### src/rtl/product_bcd_converter_pkg.sv
// Shared types and constants for the product binary-to-BCD converter.
// State encoding, digit width and the add-3 threshold.
package product_bcd_converter_pkg;

  typedef enum logic [1:0] {
    IDLE  = 2'd0,
    SHIFT = 2'd1,
    DONE  = 2'd2
  } state_t;

  localparam int BCD_W = 4;

  localparam logic [3:0] ADD3_TH = 4'd5;

endpackage

### src/rtl/product_bcd_converter_add3_cell.sv
// Double-dabble digit correction: adds 3 to a BCD digit of 5 or more.
// Purely combinational, one instance per digit.
module bcd_add3_cell
  import product_bcd_converter_pkg::*;
(
  input  logic [BCD_W-1:0] d,
  output logic [BCD_W-1:0] q
);

  assign q = (d >= ADD3_TH) ? d + 4'd3 : d;

endmodule

### src/rtl/product_bcd_converter.sv
// Sequential shift-add-3 converter from multiplier product to packed BCD.
// One iteration per clock, one conversion in flight, valid/ready on both sides.
module product_bcd_converter
  import product_bcd_converter_pkg::*;
#(
  parameter int IN_W   = 8,
  parameter int DIGITS = 3
) (
  input  logic                    clk,
  input  logic                    rst_n,
  input  logic                    in_valid,
  output logic                    in_ready,
  input  logic [IN_W-1:0]         in_data,
  output logic                    out_valid,
  input  logic                    out_ready,
  output logic [BCD_W*DIGITS-1:0] bcd
);

  localparam int BW = BCD_W * DIGITS;
  localparam int SW = BW + IN_W;
  localparam int CW = $clog2(IN_W + 1);

  state_t state, state_nx;

  logic [SW-1:0] sr;
  logic [SW-1:0] sr_shift;
  logic [BW-1:0] adj;
  logic [CW-1:0] count;
  logic          last;

  for (genvar g = 0; g < DIGITS; g++) begin : g_cell
    bcd_add3_cell u_cell (
      .d (sr[IN_W + g*BCD_W +: BCD_W]),
      .q (adj[g*BCD_W +: BCD_W])
    );
  end

  assign sr_shift  = {adj, sr[IN_W-1:0]} << 1;
  assign last      = (count == CW'(IN_W - 1));
  assign in_ready  = (state == IDLE);
  assign out_valid = (state == DONE);

  always_comb begin
    state_nx = state;
    unique case (state)
      IDLE:    if (in_valid)  state_nx = SHIFT;
      SHIFT:   if (last)      state_nx = DONE;
      DONE:    if (out_ready) state_nx = IDLE;
      default:                state_nx = IDLE;
    endcase
  end

  always_ff @(posedge clk) begin
    if (!rst_n) begin
      state <= IDLE;
    end else begin
      state <= state_nx;
    end
  end

  // bcd is only written when a conversion completes, so it holds the
  // last result through DONE and the following IDLE.
  always_ff @(posedge clk) begin
    if (!rst_n) begin
      sr    <= '0;
      count <= '0;
      bcd   <= '0;
    end else begin
      unique case (state)
        IDLE: begin
          if (in_valid) begin
            sr    <= {{BW{1'b0}}, in_data};
            count <= '0;
          end
        end
        SHIFT: begin
          sr    <= sr_shift;
          count <= count + CW'(1);
          if (last) bcd <= sr_shift[SW-1 -: BW];
        end
        default: ;
      endcase
    end
  end

endmodule

### config.mk
export PLATFORM = sky130hd
export DESIGN_NAME = product_bcd_converter
export DESIGN_NICKNAME = d
export VERILOG_FILES = /design/src/rtl/product_bcd_converter_pkg.sv /design/src/rtl/product_bcd_converter_add3_cell.sv /design/src/rtl/product_bcd_converter.sv
export SDC_FILE = /design/constraint.sdc
export NUM_CORES = 1
export LEC_CHECK = 0
export ABC_CLOCK_PERIOD_IN_PS = 2200
export BUFFER_PORTS_ARGS = -buffer_cell sky130_fd_sc_hd__buf_2
export CAP_MARGIN = 20
export CORE_ASPECT_RATIO = 1.5
export CORE_MARGIN = 3
export CORE_UTILIZATION = 45
export DETAILED_ROUTE_END_ITERATION = 8
export PLACE_DENSITY_LB_ADDON = 0.2
export SLEW_MARGIN = 15
export SYNTH_ARGS = -nofsm -noshare
export SYNTH_HDL_FRONTEND = slang
export SYNTH_SLANG_ARGS = --single-unit
### constraint.sdc
create_clock -name clk -period 2.2 [get_ports clk]
set_input_delay 0.33 -clock clk [delete_from_list [all_inputs] [get_ports clk]]
set_output_delay 0.33 -clock clk [all_outputs]
set_load 0.1 [all_outputs]
# Word level (Yosys, flattened, before mapping)
# Index checks and enable logic that the tools add are counted.
# word_totals
regBits	38
input_bits	12
out_inout_bits	14
word_cells	33
# classes
addsub	4
n_lt_le_gt_ge	3
eq_ne	6
mux	11
reduce_logical	5
# op_table
cell	count
$pmux 20 s2	1
$mux 20	1
$ge 4x3->1 const B	3
$mux 4	3
$add 4x2->4 const B	2
$pmux 4 s2	1
$mux 2	3
$pmux 2 s3	1
$add 4x1->4 const B	1
$eq 4x3->1 const B	1
$ne 2x2->1 const B	2
$reduce_and 2->1	2
$add 3x2->3 const B	1
$mux 3	1
$reduce_and 3->1	1
$eq 2x1->1 const B	1
$eq 2x2->1 const B	1
$logic_not 2->1	1
$ne 2x1->1 const B	1
$reduce_bool 2->1	1

# Depth between registers and ports, before layout
# depth
depth_word	3
mapped_depth	6
mapped_depth_nobuf	6

# Modules after synthesis
# Synthesis repeated with hierarchy kept, for this count alone.
# unflattened
hier_cells	219
area_unflattened_um2	1871.8
# modules_own_cells
mod	instances	cells_each	area_each_um2	seq_area_each_um2
product_bcd_converter	1	171	1567.8	760.7
bcd_add3_cell	3	16	101.3	0.0

# Worst setup path after synthesis
# OpenSTA, ideal clock, no wires.
# synth_path
path_type	flip-flop to output port
startpoint	register state[0]
endpoint	output in_ready
arrival_ns	1.890
t_required_ns	1.870
path_slack_ns	-0.020
path_stages_with_launch	4
path_buffers	2
cell_sequence	dfxtp_1 > buf_6 > clkbuf_1 > nor2_1
# synth_via
elab_chain_len	1
# synth_lines
element	line	text
start: declaration	product_bcd_converter.sv:23	state_t state, state_nx;
start signal: assignment	product_bcd_converter.sv:57	state <= state_nx;
$logic_not 2->1	product_bcd_converter.sv:40	assign in_ready = (state == IDLE);
end: declaration	product_bcd_converter.sv:12	output logic in_ready,
# No other way between the ends.

# Final worst setup path
# layout_path
startpoint	register state[1]
endpoint	output out_valid
# layout_via
elab_chain_len	1
# layout_lines
element	line	text
$eq 2x2->1	product_bcd_converter.sv:41	assign out_valid = (state == DONE);
end: declaration	product_bcd_converter.sv:14	output logic out_valid,
# No other way between the ends.

==> summary.md <==
| Metric | Value |
|---|---|
| DIE AREA | 4740 um^2 |
| Tot Pwr | 1320 uW |
| Clk buf depth | 2 |
| Status | completed |
| Final estimated routing congestion in global placement | 0.779 |
| Starting Density | 47.7% |
| Synth area leader | dfxtp_1 |
| Fin cells | 286 |
| Seq/Total Area, Yosys | 42.9% |
| Vias in the first global route | 1522 |
| YS warnings | 0 |
| Std cell rows | 27 |
| Startpoint types | flop |
| First-pass GRT wire length | 6.69 mm |
| Synthesized area per cell | 8.25 um^2 |
| Port-buffer cells | 25 |
| Post-DRT Antenna Nets | 0 |
| Die Height | 82.9 um |
| Hold Path Class | input port to flop |
| Area growth syn-to-layout | 14.4% |
| Sw Pwr | 325 uW |
| RSZ-0062 raised after global routing | no |
| Clock slew at the register clock pins of the worst setup and hold paths | 0.07 ns |
| Critical Path RT | 1.87 ns |
| Pin count of the biggest net entering global routing | 23 |
| HPWL Detailed | 2.67 mm |
| Diode count | 0 |
| Placement Cell Area | 1940 um^2 |
| Minimum clock period | 1.88 ns |
| Area share of the largest cell type after synthesis | 42.9% |
| Mapped Nets | 234 |
| Cts bufs inserted | 5 |
| Global Route Usage Sum | 17.5% |
| Fillers | 355 |
| Top cells by area, synth | dfxtp_1 43%, nor2_1 9.1%, a21oi_1 7.1% |
| Max Clock Skew | 0.0103 ns |
| Drt via density | 5.53 |
| Io pins | 26 |
| Post-CTS resize count | 0 |
| Post-Syn Area | 1770 um^2 |
| # clock sinks | 38 |
| Internal | 998 uW |
| Synth cell types | 28 |
| VDD IR max | 0.515 mV |
| Crit end category | output port |
| Slew @ Worst Pin | 0.675 ns |
| Drt initial violations | 52 |
| Switching share of power | 24.6% |
| Final core utilization | 54.6% |
| Core region area | 3720 um^2 |
| Initial antenna violation count | 0 |
| Post-CTS setup buffer count | 0 |
| TritonRoute pass-1 iters | 4 |
| Setup TNS | 0 ns |
| Total number of vias | 1582 |
| Die W | 57.3 um |
| Gate Count Post-Synth | 215 |
| #FFs+latches synth | 38 |
| Power density cells | 652 nW/um^2 |
| Static Leakage | 0.000782 uW |
| Crit Path Max Fanout | 14 |
| Fmax | 0.533 GHz |
| Rel. slew slack | 54.8% |
| Clock group share of total power | 36.8% |
| Critical path type | flop to output port |
| Final hold vios | 0 |
| H-Tree Depth | 2 |
| Overflow after GRT | 0 |
| Placed Instances | 278 |
| Layout cells sized above 1 | 18.5% |
| Wirelength per Cell | 13.5 um |
| Nets@finish | 261 |
| Critical Path AT | 1.55 ns |
| Number of remaining DRC errors | 0 |
| Clock root buffer | clkbuf_8 |
| Final Max Tran Viols | 0 |
| CTS Hold Bufs | 0 |
| Max Cap Viol | 0 |
| Clock Latency Late Sink | 0.29 ns |
| Period Utilization, post-route | 85.2% |
| Sequential Power Share | 54.3% |
| Combinational power share | 8.9% |
| Drt total wl | 3.85 mm |
| Final Cell Area | 2030 um^2 |
| Final setup vio count | 0 |
| CTS tree | built |
==> cells in the final DEF (no fill, tap or decap), types with 2 or more instances in the layout <==
| master | instances |
|---|---|
| clkinv_1 | 2 |
| nand3b_1 | 2 |
| o21ai_0 | 14 |
| o32ai_1 | 5 |
| nor2_1 | 43 |
| clkbuf_8 | 6 |
| inv_1 | 7 |
| a21oi_1 | 25 |
| nor3_1 | 5 |
| nor3b_1 | 5 |
| a22oi_1 | 2 |
| o221ai_1 | 6 |
| mux2_2 | 3 |
| nand2b_1 | 4 |
| o22ai_1 | 6 |
| ha_1 | 7 |
| buf_4 | 6 |
| nand3_1 | 8 |
| dfxtp_1 | 38 |
| nand2_1 | 10 |
| buf_2 | 25 |
| xnor2_1 | 3 |
| a211oi_1 | 4 |
==> power groups by stage <==
stage / clock (uW) / sequential [uW] / combinational (uW)
global route: 526 / 720 / 133
detailed placement: 0 / 734 / 118
CTS: 500 / 718 / 118
finish: 487 / 718 / 118
global placement: 0 / 734 / 117
floorplan: 0 / 730 / 88.3
==> critical path, cell delays in order, from the launching register on <==
cell and delay [ns]:
dfxtp_1 0.58, clkinv_1 0.15, nor2_1 0.10, buf_2 0.42
==> layout make-up <==
type	count	area (um^2)	share of cell area [%]
clock buffer	7	86.3	4.26
multi-input combinational	157	918	45.3
inverter	9	33.8	1.67
sequential	38	761	37.5
timing repair buffer	31	170	8.39
tap	43	53.8	2.65
clock inverter	1	5.00	0.247
==> path summary, 6_finish.rpt <==
check,start,end,slack (ns),cells after the start
max reg2reg,state[1],bcd[5],0.38,4
min,out_ready,state[1],0.35,4
max,state[1],out_valid,0.32,3
min reg2reg,bcd[9],bcd[9],0.47,2
==> registers in the layout (all words and copies together), names as in the netlist <==
| signal | count |
|---|---|
| sr | 20 |
| state | 2 |
| count | 4 |
| bcd | 12 |
==> metal layers <==
layer / part of all wire (%) / track usage, %
met2: 49 / 29.6
met5: 0 / 0
met3: 5.1 / 4.51
met1: 43 / 20.7
met4: 1.9 / 6.96
==> cells in the mapped netlist, drive strengths merged <==
cell and count:
clkinv 2, nor3 6, o22ai 6, mux2 3
clkbuf 6, a22oi 2, nand2b 5, inv 7
nand2 11, xnor2 3, a21oi 25, o221ai 6
nand3 8, nor2 43, ha 7, nand3b 2
buf 5, dfxtp 38, nor3b 5, a211oi 4
mux2i 1, o32ai 5, o21ai 15
==> cell families (layout without fill, tap and decap cells) <==
kind of cell,count (synthesis),count (layout),share of synthesized area [%]
buffers and inverters,20,48,5.29
xor gates and xnor gates,3,3,1.48
adders and majority gates,7,7,4.94
muxes,4,4,2.47
and+or+nand+nor,80,80,21.3
DFF,38,38,42.9
AOI/OAI and AO/OA,63,63,21.6
==> per-stage QoR <==
step	worst slack (ns)	hold WS [ns]
2_1_floorplan	-0.0203	0.457
3_3_place_gp	0.463	0.461
3_5_place_dp	0.360	0.461
4_1_cts	0.307	0.346
5_1_grt	0.159	0.363
6_report	0.325	0.351
Power figures use the tool's default switching activity.
